$ cat src/rtl/master_switch_if.sv
// Bus-side and AXI4 slave-side signal bundle for master_switch.
// The master modport is the switch's view; slave is the surrounding fabric's view.
interface master_switch_if #(
    parameter int N          = 2,
    parameter int M          = 2,
    parameter int WIDTH      = 32,
    parameter int ID_WIDTH   = 4,
    parameter int ADDR_WIDTH = 32,
    parameter int LOG_N      = (N > 1) ? $clog2(N) : 1
);
    localparam int SID_WIDTH = ID_WIDTH + LOG_N;

    logic [M-1:0]            busARVld_i;
    logic [M-1:0]            busARRdy_o;
    logic [ADDR_WIDTH-1:0]   busARAddr_i;
    logic [ID_WIDTH-1:0]     busARId_i;
    logic [7:0]              busARLen_i;
    logic [2:0]              busARSz_i;
    logic [1:0]              busARBurst_i;
    logic [LOG_N-1:0]        busARSrc_i;

    logic [M-1:0]            busAWVld_i;
    logic [M-1:0]            busAWRdy_o;
    logic [ADDR_WIDTH-1:0]   busAWAddr_i;
    logic [ID_WIDTH-1:0]     busAWId_i;
    logic [7:0]              busAWLen_i;
    logic [2:0]              busAWSz_i;
    logic [1:0]              busAWBurst_i;
    logic [LOG_N-1:0]        busAWSrc_i;

    logic [M-1:0]            busWVld_i;
    logic [M-1:0]            busWRdy_o;
    logic [WIDTH-1:0]        busWData_i;
    logic [WIDTH/8-1:0]      busWStrb_i;
    logic                    busWLast_i;

    logic [N-1:0]            busRVld_o;
    logic [N-1:0]            busRRdy_i;
    logic [WIDTH-1:0]        busRData_o;
    logic [ID_WIDTH-1:0]     busRId_o;
    logic [1:0]              busRResp_o;
    logic                    busRLast_o;

    logic [N-1:0]            busBVld_o;
    logic [N-1:0]            busBRdy_i;
    logic [ID_WIDTH-1:0]     busBId_o;
    logic [1:0]              busBResp_o;

    logic [M-1:0]                  m_axi_arvalid;
    logic [M-1:0]                  m_axi_arready;
    logic [M-1:0][SID_WIDTH-1:0]   m_axi_arid;
    logic [M-1:0][ADDR_WIDTH-1:0]  m_axi_araddr;
    logic [M-1:0][7:0]             m_axi_arlen;
    logic [M-1:0][2:0]             m_axi_arsize;
    logic [M-1:0][1:0]             m_axi_arburst;

    logic [M-1:0]                  m_axi_awvalid;
    logic [M-1:0]                  m_axi_awready;
    logic [M-1:0][SID_WIDTH-1:0]   m_axi_awid;
    logic [M-1:0][ADDR_WIDTH-1:0]  m_axi_awaddr;
    logic [M-1:0][7:0]             m_axi_awlen;
    logic [M-1:0][2:0]             m_axi_awsize;
    logic [M-1:0][1:0]             m_axi_awburst;

    logic [M-1:0]                  m_axi_wvalid;
    logic [M-1:0]                  m_axi_wready;
    logic [M-1:0][WIDTH-1:0]       m_axi_wdata;
    logic [M-1:0][WIDTH/8-1:0]     m_axi_wstrb;
    logic [M-1:0]                  m_axi_wlast;

    logic [M-1:0]                  m_axi_rvalid;
    logic [M-1:0]                  m_axi_rready;
    logic [M-1:0][SID_WIDTH-1:0]   m_axi_rid;
    logic [M-1:0][WIDTH-1:0]       m_axi_rdata;
    logic [M-1:0][1:0]             m_axi_rresp;
    logic [M-1:0]                  m_axi_rlast;

    logic [M-1:0]                  m_axi_bvalid;
    logic [M-1:0]                  m_axi_bready;
    logic [M-1:0][SID_WIDTH-1:0]   m_axi_bid;
    logic [M-1:0][1:0]             m_axi_bresp;

    modport master (
        input  busARVld_i, busARAddr_i, busARId_i, busARLen_i, busARSz_i, busARBurst_i, busARSrc_i,
        output busARRdy_o,
        input  busAWVld_i, busAWAddr_i, busAWId_i, busAWLen_i, busAWSz_i, busAWBurst_i, busAWSrc_i,
        output busAWRdy_o,
        input  busWVld_i, busWData_i, busWStrb_i, busWLast_i,
        output busWRdy_o,
        output busRVld_o, busRData_o, busRId_o, busRResp_o, busRLast_o,
        input  busRRdy_i,
        output busBVld_o, busBId_o, busBResp_o,
        input  busBRdy_i,
        output m_axi_arvalid, m_axi_arid, m_axi_araddr, m_axi_arlen, m_axi_arsize, m_axi_arburst,
        input  m_axi_arready,
        output m_axi_awvalid, m_axi_awid, m_axi_awaddr, m_axi_awlen, m_axi_awsize, m_axi_awburst,
        input  m_axi_awready,
        output m_axi_wvalid, m_axi_wdata, m_axi_wstrb, m_axi_wlast,
        input  m_axi_wready,
        input  m_axi_rvalid, m_axi_rid, m_axi_rdata, m_axi_rresp, m_axi_rlast,
        output m_axi_rready,
        input  m_axi_bvalid, m_axi_bid, m_axi_bresp,
        output m_axi_bready
    );

    modport slave (
        output busARVld_i, busARAddr_i, busARId_i, busARLen_i, busARSz_i, busARBurst_i, busARSrc_i,
        input  busARRdy_o,
        output busAWVld_i, busAWAddr_i, busAWId_i, busAWLen_i, busAWSz_i, busAWBurst_i, busAWSrc_i,
        input  busAWRdy_o,
        output busWVld_i, busWData_i, busWStrb_i, busWLast_i,
        input  busWRdy_o,
        input  busRVld_o, busRData_o, busRId_o, busRResp_o, busRLast_o,
        output busRRdy_i,
        input  busBVld_o, busBId_o, busBResp_o,
        output busBRdy_i,
        input  m_axi_arvalid, m_axi_arid, m_axi_araddr, m_axi_arlen, m_axi_arsize, m_axi_arburst,
        output m_axi_arready,
        input  m_axi_awvalid, m_axi_awid, m_axi_awaddr, m_axi_awlen, m_axi_awsize, m_axi_awburst,
        output m_axi_awready,
        input  m_axi_wvalid, m_axi_wdata, m_axi_wstrb, m_axi_wlast,
        output m_axi_wready,
        output m_axi_rvalid, m_axi_rid, m_axi_rdata, m_axi_rresp, m_axi_rlast,
        input  m_axi_rready,
        output m_axi_bvalid, m_axi_bid, m_axi_bresp,
        input  m_axi_bready
    );
endinterface

$ cat src/rtl/master_switch.sv
// Routes bus-side AR/AW/W requests to M AXI slaves with per-slave write credits,
// and returns R/B responses to the owning master through round-robin, burst-locked arbiters.
module master_switch_arb #(
    parameter int M     = 2,
    parameter int LOG_M = 1
) (
    input  logic             clk,
    input  logic             rst,
    input  logic [M-1:0]     req,
    input  logic             done,
    output logic [LOG_M-1:0] grant,
    output logic             locked
);
    typedef enum logic {IDLE, LOCK} arb_state_e;

    arb_state_e       state_q, state_d;
    logic [LOG_M-1:0] grant_q, grant_d;
    logic [LOG_M-1:0] ptr_q, ptr_d;
    logic [LOG_M-1:0] pick;
    logic             found;

    always_ff @(posedge clk or posedge rst) begin
        if (rst) begin
            state_q <= IDLE;
            grant_q <= '0;
            ptr_q   <= '0;
        end else begin
            state_q <= state_d;
            grant_q <= grant_d;
            ptr_q   <= ptr_d;
        end
    end

    // Search starts at the pointer so the slave after the last winner has priority.
    always_comb begin
        state_d = state_q;
        grant_d = grant_q;
        ptr_d   = ptr_q;
        pick    = grant_q;
        found   = 1'b0;
        for (int k = 0; k < M; k++) begin
            if (!found && req[(int'(ptr_q) + k) % M]) begin
                found = 1'b1;
                pick  = LOG_M'((int'(ptr_q) + k) % M);
            end
        end
        case (state_q)
            IDLE: begin
                if (|req) begin
                    state_d = LOCK;
                    grant_d = pick;
                end
            end
            LOCK: begin
                if (done) begin
                    state_d = IDLE;
                    ptr_d   = (grant_q == LOG_M'(M - 1)) ? '0 : grant_q + 1'b1;
                end
            end
            default: state_d = IDLE;
        endcase
    end

    always_comb begin
        locked = (state_q == LOCK);
    end

    assign grant = grant_q;
endmodule

module master_switch #(
    parameter int N          = 2,
    parameter int M          = 2,
    parameter int WIDTH      = 32,
    parameter int ID_WIDTH   = 4,
    parameter int ADDR_WIDTH = 32,
    parameter int LOG_N      = (N > 1) ? $clog2(N) : 1,
    parameter int MAX_OUT    = 4
) (
    input  logic            clk,
    input  logic            rst,
    master_switch_if.master bus
);
    localparam int LOG_M     = (M > 1) ? $clog2(M) : 1;
    localparam int SID_WIDTH = ID_WIDTH + LOG_N;
    localparam int CNT_WIDTH = $clog2(MAX_OUT + 1);

    logic [M-1:0][CNT_WIDTH-1:0] wcnt;
    logic [M-1:0] aw_open, w_open, aw_hs, wlast_hs;

    always_comb begin
        for (int j = 0; j < M; j++) begin
            aw_open[j] = (wcnt[j] != CNT_WIDTH'(MAX_OUT));
            w_open[j]  = (wcnt[j] != '0);
        end
    end

    assign bus.m_axi_arvalid = bus.busARVld_i;
    assign bus.busARRdy_o    = bus.m_axi_arready;
    assign bus.m_axi_awvalid = bus.busAWVld_i & aw_open;
    assign bus.busAWRdy_o    = bus.m_axi_awready & aw_open;
    assign bus.m_axi_wvalid  = bus.busWVld_i & w_open;
    assign bus.busWRdy_o     = bus.m_axi_wready & w_open;

    assign aw_hs    = bus.busAWVld_i & aw_open & bus.m_axi_awready;
    assign wlast_hs = bus.busWVld_i & w_open & bus.m_axi_wready & {M{bus.busWLast_i}};

    for (genvar j = 0; j < M; j++) begin : g_slave
        assign bus.m_axi_arid[j]    = {bus.busARSrc_i, bus.busARId_i};
        assign bus.m_axi_araddr[j]  = bus.busARAddr_i;
        assign bus.m_axi_arlen[j]   = bus.busARLen_i;
        assign bus.m_axi_arsize[j]  = bus.busARSz_i;
        assign bus.m_axi_arburst[j] = bus.busARBurst_i;
        assign bus.m_axi_awid[j]    = {bus.busAWSrc_i, bus.busAWId_i};
        assign bus.m_axi_awaddr[j]  = bus.busAWAddr_i;
        assign bus.m_axi_awlen[j]   = bus.busAWLen_i;
        assign bus.m_axi_awsize[j]  = bus.busAWSz_i;
        assign bus.m_axi_awburst[j] = bus.busAWBurst_i;
        assign bus.m_axi_wdata[j]   = bus.busWData_i;
        assign bus.m_axi_wstrb[j]   = bus.busWStrb_i;
        assign bus.m_axi_wlast[j]   = bus.busWLast_i;
    end

    // A credit taken by AW only unlocks W from the following cycle.
    always_ff @(posedge clk or posedge rst) begin
        if (rst) begin
            wcnt <= '0;
        end else begin
            for (int j = 0; j < M; j++) begin
                case ({aw_hs[j], wlast_hs[j]})
                    2'b10:   wcnt[j] <= wcnt[j] + CNT_WIDTH'(1);
                    2'b01:   wcnt[j] <= wcnt[j] - CNT_WIDTH'(1);
                    default: wcnt[j] <= wcnt[j];
                endcase
            end
        end
    end

    logic [LOG_M-1:0] r_grant, b_grant;
    logic             r_locked, b_locked, r_done, b_done;
    logic [LOG_N-1:0] r_dest, b_dest;
    logic [N-1:0]     r_vld, b_vld;
    logic [M-1:0]     r_rdy, b_rdy;

    master_switch_arb #(.M(M), .LOG_M(LOG_M)) u_r_arb (
        .clk(clk), .rst(rst), .req(bus.m_axi_rvalid), .done(r_done),
        .grant(r_grant), .locked(r_locked)
    );

    master_switch_arb #(.M(M), .LOG_M(LOG_M)) u_b_arb (
        .clk(clk), .rst(rst), .req(bus.m_axi_bvalid), .done(b_done),
        .grant(b_grant), .locked(b_locked)
    );

    // Responses for a nonexistent master are drained so the arbiter still moves on.
    always_comb begin
        r_vld  = '0;
        r_rdy  = '0;
        r_dest = bus.m_axi_rid[r_grant][SID_WIDTH-1 -: LOG_N];
        if (r_locked) begin
            if (int'(r_dest) < N) begin
                r_vld[r_dest]  = bus.m_axi_rvalid[r_grant];
                r_rdy[r_grant] = bus.busRRdy_i[r_dest];
            end else begin
                r_rdy[r_grant] = 1'b1;
            end
        end
    end

    always_comb begin
        b_vld  = '0;
        b_rdy  = '0;
        b_dest = bus.m_axi_bid[b_grant][SID_WIDTH-1 -: LOG_N];
        if (b_locked) begin
            if (int'(b_dest) < N) begin
                b_vld[b_dest]  = bus.m_axi_bvalid[b_grant];
                b_rdy[b_grant] = bus.busBRdy_i[b_dest];
            end else begin
                b_rdy[b_grant] = 1'b1;
            end
        end
    end

    assign r_done = r_locked & bus.m_axi_rvalid[r_grant] & r_rdy[r_grant] & bus.m_axi_rlast[r_grant];
    assign b_done = b_locked & bus.m_axi_bvalid[b_grant] & b_rdy[b_grant];

    assign bus.busRVld_o    = r_vld;
    assign bus.m_axi_rready = r_rdy;
    assign bus.busRData_o   = bus.m_axi_rdata[r_grant];
    assign bus.busRId_o     = bus.m_axi_rid[r_grant][ID_WIDTH-1:0];
    assign bus.busRResp_o   = bus.m_axi_rresp[r_grant];
    assign bus.busRLast_o   = bus.m_axi_rlast[r_grant];

    assign bus.busBVld_o    = b_vld;
    assign bus.m_axi_bready = b_rdy;
    assign bus.busBId_o     = bus.m_axi_bid[b_grant][ID_WIDTH-1:0];
    assign bus.busBResp_o   = bus.m_axi_bresp[b_grant];
endmodule

$ cat src/flat_wrapper.sv
// flat-port wrapper written by rule: the top's interface ports become plain ports
module master_switch_flat 
#(
    parameter int N          = 2,
    parameter int M          = 2,
    parameter int WIDTH      = 32,
    parameter int ID_WIDTH   = 4,
    parameter int ADDR_WIDTH = 32,
    parameter int LOG_N      = (N > 1) ? $clog2(N) : 1,
    parameter int MAX_OUT    = 4
)
  (clk, rst, bus_busARVld_i, bus_busARAddr_i, bus_busARId_i, bus_busARLen_i, bus_busARSz_i, bus_busARBurst_i, bus_busARSrc_i, bus_busARRdy_o, bus_busAWVld_i, bus_busAWAddr_i, bus_busAWId_i, bus_busAWLen_i, bus_busAWSz_i, bus_busAWBurst_i, bus_busAWSrc_i, bus_busAWRdy_o, bus_busWVld_i, bus_busWData_i, bus_busWStrb_i, bus_busWLast_i, bus_busWRdy_o, bus_busRVld_o, bus_busRData_o, bus_busRId_o, bus_busRResp_o, bus_busRLast_o, bus_busRRdy_i, bus_busBVld_o, bus_busBId_o, bus_busBResp_o, bus_busBRdy_i, bus_m_axi_arvalid, bus_m_axi_arid, bus_m_axi_araddr, bus_m_axi_arlen, bus_m_axi_arsize, bus_m_axi_arburst, bus_m_axi_arready, bus_m_axi_awvalid, bus_m_axi_awid, bus_m_axi_awaddr, bus_m_axi_awlen, bus_m_axi_awsize, bus_m_axi_awburst, bus_m_axi_awready, bus_m_axi_wvalid, bus_m_axi_wdata, bus_m_axi_wstrb, bus_m_axi_wlast, bus_m_axi_wready, bus_m_axi_rvalid, bus_m_axi_rid, bus_m_axi_rdata, bus_m_axi_rresp, bus_m_axi_rlast, bus_m_axi_rready, bus_m_axi_bvalid, bus_m_axi_bid, bus_m_axi_bresp, bus_m_axi_bready);
  master_switch_if #(.N(N), .M(M), .WIDTH(WIDTH), .ID_WIDTH(ID_WIDTH), .ADDR_WIDTH(ADDR_WIDTH), .LOG_N(LOG_N)) bus_i ();
  input  logic clk;
  input  logic rst;
  input wire logic [$bits(bus_i.busARVld_i)-1:0] bus_busARVld_i;
  input wire logic [$bits(bus_i.busARAddr_i)-1:0] bus_busARAddr_i;
  input wire logic [$bits(bus_i.busARId_i)-1:0] bus_busARId_i;
  input wire logic [$bits(bus_i.busARLen_i)-1:0] bus_busARLen_i;
  input wire logic [$bits(bus_i.busARSz_i)-1:0] bus_busARSz_i;
  input wire logic [$bits(bus_i.busARBurst_i)-1:0] bus_busARBurst_i;
  input wire logic [$bits(bus_i.busARSrc_i)-1:0] bus_busARSrc_i;
  output wire logic [$bits(bus_i.busARRdy_o)-1:0] bus_busARRdy_o;
  input wire logic [$bits(bus_i.busAWVld_i)-1:0] bus_busAWVld_i;
  input wire logic [$bits(bus_i.busAWAddr_i)-1:0] bus_busAWAddr_i;
  input wire logic [$bits(bus_i.busAWId_i)-1:0] bus_busAWId_i;
  input wire logic [$bits(bus_i.busAWLen_i)-1:0] bus_busAWLen_i;
  input wire logic [$bits(bus_i.busAWSz_i)-1:0] bus_busAWSz_i;
  input wire logic [$bits(bus_i.busAWBurst_i)-1:0] bus_busAWBurst_i;
  input wire logic [$bits(bus_i.busAWSrc_i)-1:0] bus_busAWSrc_i;
  output wire logic [$bits(bus_i.busAWRdy_o)-1:0] bus_busAWRdy_o;
  input wire logic [$bits(bus_i.busWVld_i)-1:0] bus_busWVld_i;
  input wire logic [$bits(bus_i.busWData_i)-1:0] bus_busWData_i;
  input wire logic [$bits(bus_i.busWStrb_i)-1:0] bus_busWStrb_i;
  input wire logic [$bits(bus_i.busWLast_i)-1:0] bus_busWLast_i;
  output wire logic [$bits(bus_i.busWRdy_o)-1:0] bus_busWRdy_o;
  output wire logic [$bits(bus_i.busRVld_o)-1:0] bus_busRVld_o;
  output wire logic [$bits(bus_i.busRData_o)-1:0] bus_busRData_o;
  output wire logic [$bits(bus_i.busRId_o)-1:0] bus_busRId_o;
  output wire logic [$bits(bus_i.busRResp_o)-1:0] bus_busRResp_o;
  output wire logic [$bits(bus_i.busRLast_o)-1:0] bus_busRLast_o;
  input wire logic [$bits(bus_i.busRRdy_i)-1:0] bus_busRRdy_i;
  output wire logic [$bits(bus_i.busBVld_o)-1:0] bus_busBVld_o;
  output wire logic [$bits(bus_i.busBId_o)-1:0] bus_busBId_o;
  output wire logic [$bits(bus_i.busBResp_o)-1:0] bus_busBResp_o;
  input wire logic [$bits(bus_i.busBRdy_i)-1:0] bus_busBRdy_i;
  output wire logic [$bits(bus_i.m_axi_arvalid)-1:0] bus_m_axi_arvalid;
  output wire logic [$bits(bus_i.m_axi_arid)-1:0] bus_m_axi_arid;
  output wire logic [$bits(bus_i.m_axi_araddr)-1:0] bus_m_axi_araddr;
  output wire logic [$bits(bus_i.m_axi_arlen)-1:0] bus_m_axi_arlen;
  output wire logic [$bits(bus_i.m_axi_arsize)-1:0] bus_m_axi_arsize;
  output wire logic [$bits(bus_i.m_axi_arburst)-1:0] bus_m_axi_arburst;
  input wire logic [$bits(bus_i.m_axi_arready)-1:0] bus_m_axi_arready;
  output wire logic [$bits(bus_i.m_axi_awvalid)-1:0] bus_m_axi_awvalid;
  output wire logic [$bits(bus_i.m_axi_awid)-1:0] bus_m_axi_awid;
  output wire logic [$bits(bus_i.m_axi_awaddr)-1:0] bus_m_axi_awaddr;
  output wire logic [$bits(bus_i.m_axi_awlen)-1:0] bus_m_axi_awlen;
  output wire logic [$bits(bus_i.m_axi_awsize)-1:0] bus_m_axi_awsize;
  output wire logic [$bits(bus_i.m_axi_awburst)-1:0] bus_m_axi_awburst;
  input wire logic [$bits(bus_i.m_axi_awready)-1:0] bus_m_axi_awready;
  output wire logic [$bits(bus_i.m_axi_wvalid)-1:0] bus_m_axi_wvalid;
  output wire logic [$bits(bus_i.m_axi_wdata)-1:0] bus_m_axi_wdata;
  output wire logic [$bits(bus_i.m_axi_wstrb)-1:0] bus_m_axi_wstrb;
  output wire logic [$bits(bus_i.m_axi_wlast)-1:0] bus_m_axi_wlast;
  input wire logic [$bits(bus_i.m_axi_wready)-1:0] bus_m_axi_wready;
  input wire logic [$bits(bus_i.m_axi_rvalid)-1:0] bus_m_axi_rvalid;
  input wire logic [$bits(bus_i.m_axi_rid)-1:0] bus_m_axi_rid;
  input wire logic [$bits(bus_i.m_axi_rdata)-1:0] bus_m_axi_rdata;
  input wire logic [$bits(bus_i.m_axi_rresp)-1:0] bus_m_axi_rresp;
  input wire logic [$bits(bus_i.m_axi_rlast)-1:0] bus_m_axi_rlast;
  output wire logic [$bits(bus_i.m_axi_rready)-1:0] bus_m_axi_rready;
  input wire logic [$bits(bus_i.m_axi_bvalid)-1:0] bus_m_axi_bvalid;
  input wire logic [$bits(bus_i.m_axi_bid)-1:0] bus_m_axi_bid;
  input wire logic [$bits(bus_i.m_axi_bresp)-1:0] bus_m_axi_bresp;
  output wire logic [$bits(bus_i.m_axi_bready)-1:0] bus_m_axi_bready;
  assign bus_i.busARVld_i = bus_busARVld_i;
  assign bus_i.busARAddr_i = bus_busARAddr_i;
  assign bus_i.busARId_i = bus_busARId_i;
  assign bus_i.busARLen_i = bus_busARLen_i;
  assign bus_i.busARSz_i = bus_busARSz_i;
  assign bus_i.busARBurst_i = bus_busARBurst_i;
  assign bus_i.busARSrc_i = bus_busARSrc_i;
  assign bus_busARRdy_o = bus_i.busARRdy_o;
  assign bus_i.busAWVld_i = bus_busAWVld_i;
  assign bus_i.busAWAddr_i = bus_busAWAddr_i;
  assign bus_i.busAWId_i = bus_busAWId_i;
  assign bus_i.busAWLen_i = bus_busAWLen_i;
  assign bus_i.busAWSz_i = bus_busAWSz_i;
  assign bus_i.busAWBurst_i = bus_busAWBurst_i;
  assign bus_i.busAWSrc_i = bus_busAWSrc_i;
  assign bus_busAWRdy_o = bus_i.busAWRdy_o;
  assign bus_i.busWVld_i = bus_busWVld_i;
  assign bus_i.busWData_i = bus_busWData_i;
  assign bus_i.busWStrb_i = bus_busWStrb_i;
  assign bus_i.busWLast_i = bus_busWLast_i;
  assign bus_busWRdy_o = bus_i.busWRdy_o;
  assign bus_busRVld_o = bus_i.busRVld_o;
  assign bus_busRData_o = bus_i.busRData_o;
  assign bus_busRId_o = bus_i.busRId_o;
  assign bus_busRResp_o = bus_i.busRResp_o;
  assign bus_busRLast_o = bus_i.busRLast_o;
  assign bus_i.busRRdy_i = bus_busRRdy_i;
  assign bus_busBVld_o = bus_i.busBVld_o;
  assign bus_busBId_o = bus_i.busBId_o;
  assign bus_busBResp_o = bus_i.busBResp_o;
  assign bus_i.busBRdy_i = bus_busBRdy_i;
  assign bus_m_axi_arvalid = bus_i.m_axi_arvalid;
  assign bus_m_axi_arid = bus_i.m_axi_arid;
  assign bus_m_axi_araddr = bus_i.m_axi_araddr;
  assign bus_m_axi_arlen = bus_i.m_axi_arlen;
  assign bus_m_axi_arsize = bus_i.m_axi_arsize;
  assign bus_m_axi_arburst = bus_i.m_axi_arburst;
  assign bus_i.m_axi_arready = bus_m_axi_arready;
  assign bus_m_axi_awvalid = bus_i.m_axi_awvalid;
  assign bus_m_axi_awid = bus_i.m_axi_awid;
  assign bus_m_axi_awaddr = bus_i.m_axi_awaddr;
  assign bus_m_axi_awlen = bus_i.m_axi_awlen;
  assign bus_m_axi_awsize = bus_i.m_axi_awsize;
  assign bus_m_axi_awburst = bus_i.m_axi_awburst;
  assign bus_i.m_axi_awready = bus_m_axi_awready;
  assign bus_m_axi_wvalid = bus_i.m_axi_wvalid;
  assign bus_m_axi_wdata = bus_i.m_axi_wdata;
  assign bus_m_axi_wstrb = bus_i.m_axi_wstrb;
  assign bus_m_axi_wlast = bus_i.m_axi_wlast;
  assign bus_i.m_axi_wready = bus_m_axi_wready;
  assign bus_i.m_axi_rvalid = bus_m_axi_rvalid;
  assign bus_i.m_axi_rid = bus_m_axi_rid;
  assign bus_i.m_axi_rdata = bus_m_axi_rdata;
  assign bus_i.m_axi_rresp = bus_m_axi_rresp;
  assign bus_i.m_axi_rlast = bus_m_axi_rlast;
  assign bus_m_axi_rready = bus_i.m_axi_rready;
  assign bus_i.m_axi_bvalid = bus_m_axi_bvalid;
  assign bus_i.m_axi_bid = bus_m_axi_bid;
  assign bus_i.m_axi_bresp = bus_m_axi_bresp;
  assign bus_m_axi_bready = bus_i.m_axi_bready;
  master_switch #(.N(N), .M(M), .WIDTH(WIDTH), .ID_WIDTH(ID_WIDTH), .ADDR_WIDTH(ADDR_WIDTH), .LOG_N(LOG_N), .MAX_OUT(MAX_OUT)) u_core (.clk(clk), .rst(rst), .bus(bus_i));
endmodule
$ cat config.mk
export PLATFORM = sky130hd
export DESIGN_NAME = master_switch_flat
export DESIGN_NICKNAME = d
export VERILOG_FILES = /design/src/rtl/master_switch_if.sv /design/src/rtl/master_switch.sv /design/src/flat_wrapper.sv
export SDC_FILE = /design/constraint.sdc
export NUM_CORES = 1
export LEC_CHECK = 0
export CELL_PAD_IN_SITES_DETAIL_PLACEMENT = 1
export CELL_PAD_IN_SITES_GLOBAL_PLACEMENT = 1
export CORE_AREA = 2 2 230 232
export DETAILED_ROUTE_END_ITERATION = 8
export DIE_AREA = 0 0 232 234
export PLACE_DENSITY_LB_ADDON = 0.1
export SLEW_MARGIN = 0
export SYNTH_ARGS = -nofsm -noshare
export SYNTH_HDL_FRONTEND = slang
export SYNTH_HIERARCHICAL = 1
export SYNTH_SLANG_ARGS = --single-unit
$ cat constraint.sdc
create_clock -name clk -period 3.1 [get_ports clk]
set_input_delay 0.62 -clock clk [delete_from_list [all_inputs] [get_ports clk]]
set_output_delay 0.62 -clock clk [all_outputs]
set_load 0.05 [all_outputs]
# After elaboration in Yosys (flattened, before gate mapping)
# Cells that the tools add are included.
# classes
add_sub_neg	8
multipliers	0
div	0
n_lt_le_gt_ge	12
eq_ne	6
shift	0
n_mux	62
bitwise	20
reduce_logical	20
# ops
cell	n
$mux 32	2
$mux 1	40
$and 2x2->2	11
$mux 5	4
$mux 2	8
$lt 1x2->1 const B	6
$pmux 3 s2	2
$reduce_bool 2->1	4
$add 3x1->3 const B	2
$logic_and 1x1->1	6
$lt 2x3->1 const B	2
$ne 3x3->1 const B	2
$reduce_and 3->1	2
$reduce_bool 3->1	2
$sub 3x1->3 const B	2
$and 1x1->1	5
$add 1x1->1 const B	4
$demux 1 s1	4
$eq 2x1->1 const B	2
$eq 2x2->1 const B	2
$ge 1x1->1 const B	4
$pmux 1 s2	2
$reduce_and 2->1	2
$reduce_or 2->1	2
3 further kinds	6
# totals
reg_bits	12
latch_bits	0
mem_bits_rw	0
mem_bits_ro	0
input_bits	253
word_cells	136
n_memories	0

# Depth between registers and ports, before layout
# Gate-level depths: netlist of the first run.
# logic_depth
word_depth	12
depth_mapped	9
mapped_depth_nobuf	9

# Cells and area by module
# The synthesis of the first run kept the hierarchy.
# modules_own_cells
module	n_inst	cells_per_inst	area_per_inst_um2
master_switch	1	402	3270.6
master_switch_arb	2	12	125.1

# Worst setup path before layout of the first run
# Ideal clock, no wire load.
# synth_timing
path_kind	in2reg
startpoint	input port bus_m_axi_awready[1]
endpoint	register u_core/wcnt[5] (netlist name)
t_arrival_ns	2.747
required_time_ns	2.975
path_slack_ns	0.228
cell_stages	8
n_path_buf	0
cell_sequence	a21boi_0 > nand2_1 > ha_1 > inv_1 > fa_1 > xor2_1 > nor2_1 > xor2_1
# synth_between
elab_chain_len	3
elab_cells_between_ends	5
classes_between	eq/ne: 2; mux: 1; bitwise: 1; reduce/logical: 1
# synth_lines
item	line	rtl
start, declared	flat_wrapper.sv:60	input wire logic [$bits(bus_i.m_axi_awready)-1:0] bus_m_axi_awready;
$and 2x2->2 *	master_switch.sv:105	assign aw_hs = bus.busAWVld_i & aw_open & bus.m_axi_awready;
$eq 2x1->1 / $eq 2x2->1 (equally long branches)	master_switch.sv:130	case ({aw_hs[j], wlast_hs[j]})
$pmux 3 s2 / $reduce_bool 2->1 (equally long branches)	--	
end signal, assigned by index	master_switch.sv:131	2'b10: wcnt[j] <= wcnt[j] + CNT_WIDTH'(1);
end signal, assigned by index	master_switch.sv:132	2'b01: wcnt[j] <= wcnt[j] - CNT_WIDTH'(1);
end signal, assigned by index	master_switch.sv:133	default: wcnt[j] <= wcnt[j];
end, declared	master_switch.sv:88	logic [M-1:0][CNT_WIDTH-1:0] wcnt;
# Every way passes the cells marked *; elsewhere a longest branch is shown, timed or not.
# A chain may end at the register's enable or synchronous reset.

# Final worst setup path of the first run
# layout_timing
startpoint	input port bus_busAWVld_i[0]
endpoint	output port bus_m_axi_awvalid[0]
# layout_between
elab_chain_len	1
# layout_lines
item	line	rtl
start, declared	flat_wrapper.sv:24	input wire logic [$bits(bus_i.busAWVld_i)-1:0] bus_busAWVld_i;
$and 2x2->2	master_switch.sv:100	assign bus.m_axi_awvalid = bus.busAWVld_i & aw_open;
end, declared	flat_wrapper.sv:54	output wire logic [$bits(bus_i.m_axi_awvalid)-1:0] bus_m_axi_awvalid;
# Every way passes these cells.

==> results of run 1 <==
-- report_power, final --
group / total [mW] / switching, mW / internal [mW]
clock network: 0.246 / 0.0726 / 0.174
registers: 0.357 / 0.122 / 0.235
logic: 2.31 / 1.39 / 0.916
-- per-layer routing --
layer	global-route usage [%]	vias to the layer above	wire (microns)
li1	-	870	-
met1	3.56	918	3990
met2	7.29	298	5720
met3	2.87	74	2430
met4	3.02	0	794
met5	0.446	-	0
-- registers in the layout, summed over array words and instances, names as in the netlist --
| register | cells |
|---|---|
| u_core/u_r_arb/grant | 1 |
| u_core/wcnt | 6 |
| u_core/u_b_arb/ptr_q | 1 |
| u_core/u_b_arb/grant | 1 |
| u_core/u_b_arb/locked | 1 |
| u_core/u_r_arb/ptr_q | 1 |
| u_core/u_r_arb/locked | 1 |
-- logic make-up (layout without fill, tap and decap cells) --
logic type / count (synthesis) / after routing / share of synthesized area (%)
AOI/OAI and AO/OA: 15 / 15 / 2.81
xor gates and xnor gates: 6 / 6 / 1.49
adders and majority gates: 4 / 4 / 1.85
buffers and inverters: 294 / 192 / 62.0
DFF: 12 / 12 / 8.53
muxes: 55 / 55 / 17.7
and+or+nand+nor: 40 / 40 / 5.61
-- area by class of cell --
type | count | area [sq um] | area share (%)
Multi-Input combinational cell | 120 | 1040 | 25.5
Clock buffer | 4 | 78.8 | 1.94
Timing Repair Buffer | 178 | 1750 | 43.0
Sequential cell | 12 | 302 | 7.42
Inverter | 10 | 37.5 | 0.924
Tap cell | 688 | 861 | 21.2
-- worst max path at each step --
stage | end | depth (start not counted)
2_1_floorplan | u_core/wcnt[5] | 8
3_3_place_gp | bus_m_axi_awvalid[0] | 3
3_5_place_dp | bus_m_axi_awvalid[0] | 3
4_1_cts | bus_busBId_o[3] | 2
5_1_grt | bus_m_axi_awvalid[0] | 3
6_report | bus_m_axi_awvalid[0] | 3
-- worst reg2reg max path: cells and delay by family, from the launching register on --
family / cells / cell delay, ns
DFF: 1 / 0.42
adders and majority gates: 2 / 0.63
and+or+nand+nor: 3 / 0.62
buffers and inverters: 1 / 0.08
AOI/OAI and AO/OA: 1 / 0.18
-- metrics by stage --
step	power, mW	cell area (sq um)	util, %	setup slack [ns]	hold WS, ns
5_1_grt	3.11	4060	7.81	0.277	0.547
3_5_place_dp	2.72	3990	7.66	0.355	0.517
3_3_place_gp	2.74	3990	7.66	0.300	0.527
4_1_cts	2.99	4060	7.81	0.336	0.521
2_1_floorplan	2.87	3520	-	0.228	0.374
6_report	2.91	4060	7.81	0.359	0.518
-- synth_stat cells, types with 3 or more instances --
| cell | n |
|---|---|
| nor2b_1 | 9 |
| buf_6 | 4 |
| xor2_1 | 4 |
| mux2_2 | 47 |
| mux2i_1 | 7 |
| inv_1 | 10 |
| and3_1 | 3 |
| buf_4 | 280 |
| nor3_1 | 4 |
| nor2_1 | 10 |
| a21boi_0 | 4 |
| dfrtp_1 | 12 |
| nand2_1 | 9 |
| a21oi_1 | 4 |
==> flow_summary.toml, run 1 <==
[status]
status = "completed"

[grt]
grt_max_degree = 50
grtUsageTotal_pct = 4.29
grt_pass1_wl_mm = 17.3
grt-ovfl-total = 0
grt_pass1_vias = 2581
antenna_found_initial = 1

[drt]
postRouteAntennaNets = 0
via_per_inst = 2.13
drtIter0Drc = 25
route.detailed.drc = 0
first_pass_iters = 4
vias = 2160
routedWlPerCell_microns = 12.8
routed_wl_mm = 12.9

[setup_path]
cp-start-kind = "input port"
worstSetupPathType = "input port to primary output"
cp.buffers_inverters = 2
cp_max_fo = 2
endpoint_kind = "primary output"
r2r_cells = 7
arrival_ns = 2.12
slowest_stage = "clkdlybuf4s50_1"
crit_start = "bus_busAWVld_i[0]"
worstReg2RegEnd = "u_core/wcnt[1]"
crit_family = "buffers and inverters"
r2r_setup_slack_ns = 1.10
path_common_cell = "clkdlybuf4s50_1"
critPathRequiredTime_ns = 2.48
rr_startpoint = "u_core/wcnt[2]"
cpPeakStageDelay_ns = 0.83
critical_path.cell_chain = "clkdlybuf4s50_1 -> a21boi_0 -> clkdlybuf4s50_1"

[sta]
rsz0062_at_grt = "no"
layout_worst_path_cycle_share_pct = 88.4
timing.final.crit_period_ns = 2.74
max_slew_margin_pct = 60.8
fin_skew_ns = 0.000148
tns_ns = 0
drv_slew = 0
finalHoldViolCount = 0
clock.fmax_mhz = 365
tightestPinTransition_ns = 0.588
setup_violations = 0

[cells_and_area]
syn_to_final_growth_pct = 15.4
antenna_cells = 0
final_cells = 1012
layout_common_cells = "clkdlybuf4s50_1 (145), mux2_2 (47), buf_4 (29)"
nNetsFinal = 582
drive_gt1_share_pct = 26.2
final_common_cell = "clkdlybuf4s50_1"
fill_cells = 6178

[synthesis]
synth_seq_area_share_pct = 8.53
synth_fp_nets = 683
syn_avg_cell_area_sq_um = 8.26
synth_area_leaders = "buf_4 (60%), mux2_2 (15%), dfrtp_1 (8.5%), mux2i_1 (2.0%), nor2b_1 (1.6%)"
yosysTopAreaCell = "buf_4"
syn_inst = 426
synth_warnings = 6
synth_area_sq_mm = 0.00352
synth_seq_cells = 12
synth.distinct_cells = 25
synth_top_area_share_pct = 59.7
synth_edf_count = 0
ys_async_sr_fraction_pct = 100
synth_flop_cell = "dfrtp_1"

[clock_tree]
postCtsSetupBuffers = 0
clk_latency_ns = 0.24
root_buffer = "clkbuf_16"
cts_tree = "yes"
htree_levels = 1
clk_pin_slew_ns = 0.04
cts-resized-gates = 0
cts.sinks = 12
cts_buffer_depth = 2
cts_hold_buf = 0
cts_buffers = 3

[worst_hold_path]
min_from = "u_core/wcnt[5]"
holdPathStages = 1
hold_path.class = "register to register"
min_to = "u_core/wcnt[5]"

[placement]
port_buffers = 175
dpl.cell_count = 1008
place_congestion = 0.738
dp_hpwl_mm = 11.3

[job]
drv_cap = 0

[pwr]
vdd_drop_max_mv = 0.227
p_leak_nw = 1.37
power.density_mw_per_mm2 = 716

[floorplan]
ios = 592
num_rows = 84
die_x_microns = 232
core_area_sq_mm = 0.0520
initial_core_util_pct = 6.77
dieArea_sq_mm = 0.0543
die_h_microns = 234
Note: power is estimated with default switching activity, not from simulation.
==> run 2: changes to the inputs <==
--- a/config.mk
+++ b/config.mk
@@ -11,6 +11,7 @@
 export DETAILED_ROUTE_END_ITERATION = 8
 export DIE_AREA = 0 0 232 234
 export PLACE_DENSITY_LB_ADDON = 0.1
+export SETUP_SLACK_MARGIN = 0.5
 export SLEW_MARGIN = 0
 export SYNTH_ARGS = -nofsm -noshare
 export SYNTH_HDL_FRONTEND = slang
==> flow_summary.toml, run 2 (synthesis gave the netlist of run 1 again) <==
[grt]
antenna_found_initial = 1
use_met1_pct = 2.99
top_usage_layer = "met2"
grtUsageTotal_pct = 3.71
grt_pass1_vias = 2401
globalRouteMet3Util_pct = 2.04
grt_pass1_wl_mm = 15.0
use_met2_pct = 6.74
grt-ovfl-total = 0
grt_max_degree = 26

[setup_path]
rr_startpoint = "u_core/wcnt[2]"
cpPeakStageDelay_ns = 0.49
worstSetupPathType = "input port to primary output"
crit_start = "bus_m_axi_rid[4]"
path_common_cell = "mux2i_1"
endpoint_kind = "primary output"
critical_path.cell_chain = "clkdlybuf4s50_1 -> mux2i_1 -> mux2i_1 -> nor2_1 -> buf_4"
cp-start-kind = "input port"
critPathRequiredTime_ns = 2.48
r2r_setup_slack_ns = 1.08
arrival_ns = 1.85
r2r_cells = 9
crit_end = "bus_m_axi_rready[1]"
cp_max_fo = 4
worstReg2RegEnd = "u_core/wcnt[2]"
slowest_stage = "clkdlybuf4s50_1"

[clock_tree]
clk_latency_ns = 0.24
cts_tree = "yes"
cts.sinks = 12
postCtsSetupBuffers = 0
root_buffer = "clkbuf_16"
clk_pin_slew_ns = 0.05
htree_levels = 1
cts_buffers = 3
cts_buffer_depth = 2

[drt]
vias = 2055
postRouteAntennaNets = 0
routed_wl_mm = 11.1
first_pass_iters = 3
via_per_inst = 2.03
routedWlPerCell_microns = 10.9
drtIter0Drc = 26
route.detailed.drc = 0

[floorplan]
initial_core_util_pct = 6.77
core_area_sq_mm = 0.0520
dieArea_sq_mm = 0.0543
die_x_microns = 232
ios = 592
die_h_microns = 234
num_rows = 84

[sta]
finalHoldViolCount = 0
tightestPinTransition_ns = 0.528
setup_violations = 0
layout_worst_path_cycle_share_pct = 79.7
drv_slew = 0
max_slew_margin_pct = 65.0
fin_skew_ns = 0.000164
timing.final.crit_period_ns = 2.47
worst_slack_ns = 0.629
rsz0062_at_grt = "no"
tns_ns = 0
clock.fmax_mhz = 405

[job]
drv_cap = 0

[pwr]
power.density_mw_per_mm2 = 696
p_leak_nw = 1.41
vdd_drop_max_mv = 0.250
finalPower_mw = 2.79

[placement]
place_congestion = 0.740
post-place-ws_ns = 0.360
dp_hpwl_mm = 9.81
port_buffers = 175
dpl.cell_count = 1009

[worst_hold_path]
hold_path.class = "register to register"
min_from = "u_core/wcnt[5]"

[cells_and_area]
final_cells = 1013
largest_reg_flops = 6
drive_gt1_share_pct = 24.9
fill_cells = 6158
syn_to_final_growth_pct = 13.9
final_core_util_pct = 7.71
nNetsFinal = 583
final_common_cell = "clkdlybuf4s50_1"
layout_common_cells = "clkdlybuf4s50_1 (112), mux2_2 (47), dlygate4sd2_1 (41)"
antenna_cells = 0
top_register = "u_core/wcnt"

[status]
status = "completed"
-- run 2: changes by cell type in the layout (fill, tap and decap cells not counted), sizes merged --
cell           previous run  this run
buf                      33        26
clkdlybuf4s50           145       112
dlygate4sd2               0        41
-- run 2: layout make-up --
class                   instances  area [sq um]  share of cell area, %
clock buffers                   4          78.8                   1.97
flip-flops and latches         12           303                   7.55
multi-input cells             120          1040                   26.0
inverters                      10          37.5                  0.936
repair buffers                179          1690                   42.1
well taps                     688           861                   21.5
-- run 2: how the worst min path moves through the flow --
stage          slack (ns)  depth (start not counted)              endpoint
6_report             0.53                          1        u_core/wcnt[5]
2_1_floorplan        0.37                          1  u_core/u_b_arb/grant
5_1_grt              0.57                          1        u_core/wcnt[5]
3_3_place_gp         0.52                          2  u_core/u_r_arb/grant
4_1_cts              0.54                          2  u_core/u_r_arb/grant
3_5_place_dp         0.53                          1        u_core/wcnt[5]
-- run 2: per-stage QoR --
step | cell area, sq um | hold slack (ns)
2_1_floorplan | 3530 | 0.374
3_3_place_gp | 3980 | 0.515
4_1_cts | 4010 | 0.544
5_1_grt | 4010 | 0.574
6_report | 4010 | 0.532
3_5_place_dp | 3980 | 0.534
-- run 2: timing repair --
item / CTS / global route
endpoints found under the setup margin: 41 / 0
hold buffers: 0 / 0
resized for setup: 42 / 0
hold endpoints to repair: 0 / 0
-- run 2: metal layers --
layer	up-vias	wire, microns	share of wire, %
li1	874	-	-
met1	876	3220	29
met2	241	5530	50
met3	62	1740	16
met4	2	558	5.0
met5	-	13	0.12
-- run 2: worst max-delay path: cells and delay by family --
family / cells / cell delay (ns)
AND/OR/NAND/NOR: 1 / 0.07
buffers and inverters: 2 / 0.68
multiplexers: 2 / 0.47
-- run 2: report_power, final --
group          internal, mW  switching [mW]  leakage [nW]
Clock                 0.174          0.0768        0.0382
Combinational         0.805            1.35          1.24
Sequential            0.236           0.147         0.133
Total                  1.21            1.58          1.41
==> run 3: changes to the inputs <==
==> constraint.sdc (replaced) <==
create_clock -name clk -period 2.1 [get_ports clk]
set_input_delay 0.42 -clock clk [delete_from_list [all_inputs] [get_ports clk]]
set_output_delay 0.42 -clock clk [all_outputs]
set_load 0.05 [all_outputs]
==> flow_summary.toml, run 3 (synthesis gave the netlist of run 1 again) <==
[worst_hold_path]
hold_path.class = "register to register"
min_from = "u_core/u_b_arb/ptr_q"
min_to = "u_core/u_b_arb/grant"
holdPathStages = 2

[sta]
fin_skew_ns = 0.00410
setup_violations = 0
holdWs_ns = 0.532
max_slew_margin_pct = 73.0
timing.final.crit_period_ns = 1.99
clock.fmax_mhz = 502
tns_ns = 0
rsz0062_at_grt = "yes"
finalHoldViolCount = 0
tightestPinTransition_ns = 0.406
layout_worst_path_cycle_share_pct = 94.8
drv_slew = 0

[placement]
port_buffers = 175
dp_hpwl_mm = 10.4
place_congestion = 0.729

[setup_path]
cp_max_fo = 14
worstReg2RegEnd = "u_core/wcnt[4]"
path_common_cell = "buf_12"
worstSetupPathType = "register to primary output"
endpoint_kind = "primary output"
rr_startpoint = "u_core/wcnt[4]"
critPathRequiredTime_ns = 1.68
cp-start-kind = "register"
cp.buffers_inverters = 3
slowest_stage = "dfrtp_4"
critical_path.cell_chain = "buf_12 -> buf_12 -> mux2_4 -> buf_4"
arrival_ns = 1.57
crit_family = "buffers and inverters"
r2r_cells = 7
cpPeakStageDelay_ns = 0.48
r2r_setup_slack_ns = 0.21

[drt]
routed_wl_mm = 12.6
postRouteAntennaNets = 0
first_pass_iters = 3
drtIter0Drc = 42
vias = 2277
via_per_inst = 2.16
route.detailed.drc = 0
routedWlPerCell_microns = 11.9

[floorplan]
core_area_sq_mm = 0.0520
initial_core_util_pct = 6.77
num_rows = 84
dieArea_sq_mm = 0.0543
die_h_microns = 234
die_x_microns = 232
ios = 592

[grt]
grt_pass1_vias = 2600
antenna_found_initial = 4
grt_max_degree = 15
grt_pass1_wl_mm = 16.7
grtUsageTotal_pct = 4.11
grt-ovfl-total = 0

[pwr]
internal-power_mw = 3.17
p_leak_nw = 1.95
switchingPower_mw = 2.85
pwr-share-clk_pct = 6.7
vdd_drop_max_mv = 0.296
power.density_mw_per_mm2 = 1170
p_comb_share_pct = 84.0
seqPwrFrac_pct = 9.3
p_sw_share_pct = 47.4

[clock_tree]
clk_latency_ns = 0.24
root_buffer = "clkbuf_16"
htree_levels = 1
cts_buffers = 3
cts.sinks = 12
clk_pin_slew_ns = 0.05
cts_tree = "yes"
cts_buffer_depth = 2
cts_hold_buf = 0

[cells_and_area]
syn_to_final_growth_pct = 46.7
final_common_cell = "clkdlybuf4s50_1"
largest_reg_flops = 6
layout_common_cells = "clkdlybuf4s50_1 (91), mux2_2 (39), buf_4 (37)"
top_register = "u_core/wcnt"
drive_gt1_share_pct = 57.0
nNetsFinal = 621

[job]
drv_cap = 0

[status]
status = "completed"
==> run 3: cell types whose count changed in the layout (fill, tap and decap cells not counted), sizes merged, moves of 3 or more <==
cell / previous run / this run
buf: 26 / 102
dlygate4sd2: 41 / 14
clkdlybuf4s50: 112 / 91
dlymetal6s2s: 0 / 5
clkbuf: 4 / 7
diode: 0 / 3
==> run 3: stage by stage <==
stage	instances	power [mW]	worst slack [ns]	area, sq um	utilization (%)
finish	1054	6.02	0.109	5160	9.93
global route	1052	6.36	0.0243	5160	9.92
CTS	1041	5.73	0.0561	4920	9.46
detailed placement	1020	4.67	-0.204	4450	8.55
global placement	1020	4.67	-0.188	4450	8.55
floorplan	426	4.42	0.0951	3640	-
==> run 3: worst reg2reg max path, stage by stage, from the launching register on <==
cell and delay (ns):
dfrtp_2 0.44, nor3_4 0.29, nor2b_4 0.07, and3_4 0.19, ha_4 0.16, inv_2 0.05, fa_2 0.43, mux2i_1 0.16
==> run 3: timing repair <==
| action | in CTS | in global routing |
|---|---|---|
| setup buffers | 15 | 8 |
| resized for setup | 80 | 27 |
| pin swaps | 18 | 14 |
| setup endpoints to repair | 70 | 67 |
| gates cloned | 2 | 2 |
==> run 3: worst max-delay path by stage <==
| stage | endpoint | start | cells after the start |
|---|---|---|---|
| floorplan | u_core/wcnt[2] | u_core/wcnt[0] | 9 |
| global placement | u_core/wcnt[2] | bus_busWVld_i[0] | 9 |
| detailed placement | u_core/wcnt[5] | bus_m_axi_wready[1] | 9 |
| CTS | bus_busRLast_o | u_core/u_r_arb/grant | 3 |
| global route | bus_busRVld_o[0] | u_core/u_r_arb/grant | 6 |
| finish | bus_busRLast_o | u_core/u_r_arb/grant | 4 |
==> run 3: power groups by stage <==
stage / Combinational, mW / Sequential (mW) / Clock (mW)
floorplan: 3.93 / 0.492 / 0
global placement: 4.08 / 0.589 / 0
detailed placement: 4.08 / 0.587 / 0
CTS: 4.68 / 0.625 / 0.426
global route: 5.33 / 0.587 / 0.435
finish: 5.06 / 0.560 / 0.403
==> run 3: cell type report <==
type	count	area [sq um]
Antenna cell	3	7.51
Clock buffer	4	88.8
Fill cell	6087	46900
Inverter	10	37.5
Multi-Input combinational cell	120	1330
Sequential cell	12	313
Tap cell	688	861
Timing Repair Buffer	217	2530
==> run 3: layer usage <==
layer	share of wire [%]	GRT usage [%]	routed length (microns)
met1	32	3.79	4040
met2	48	6.94	5970
met3	15	2.41	1850
met4	5.5	2.66	689
met5	0	0	0
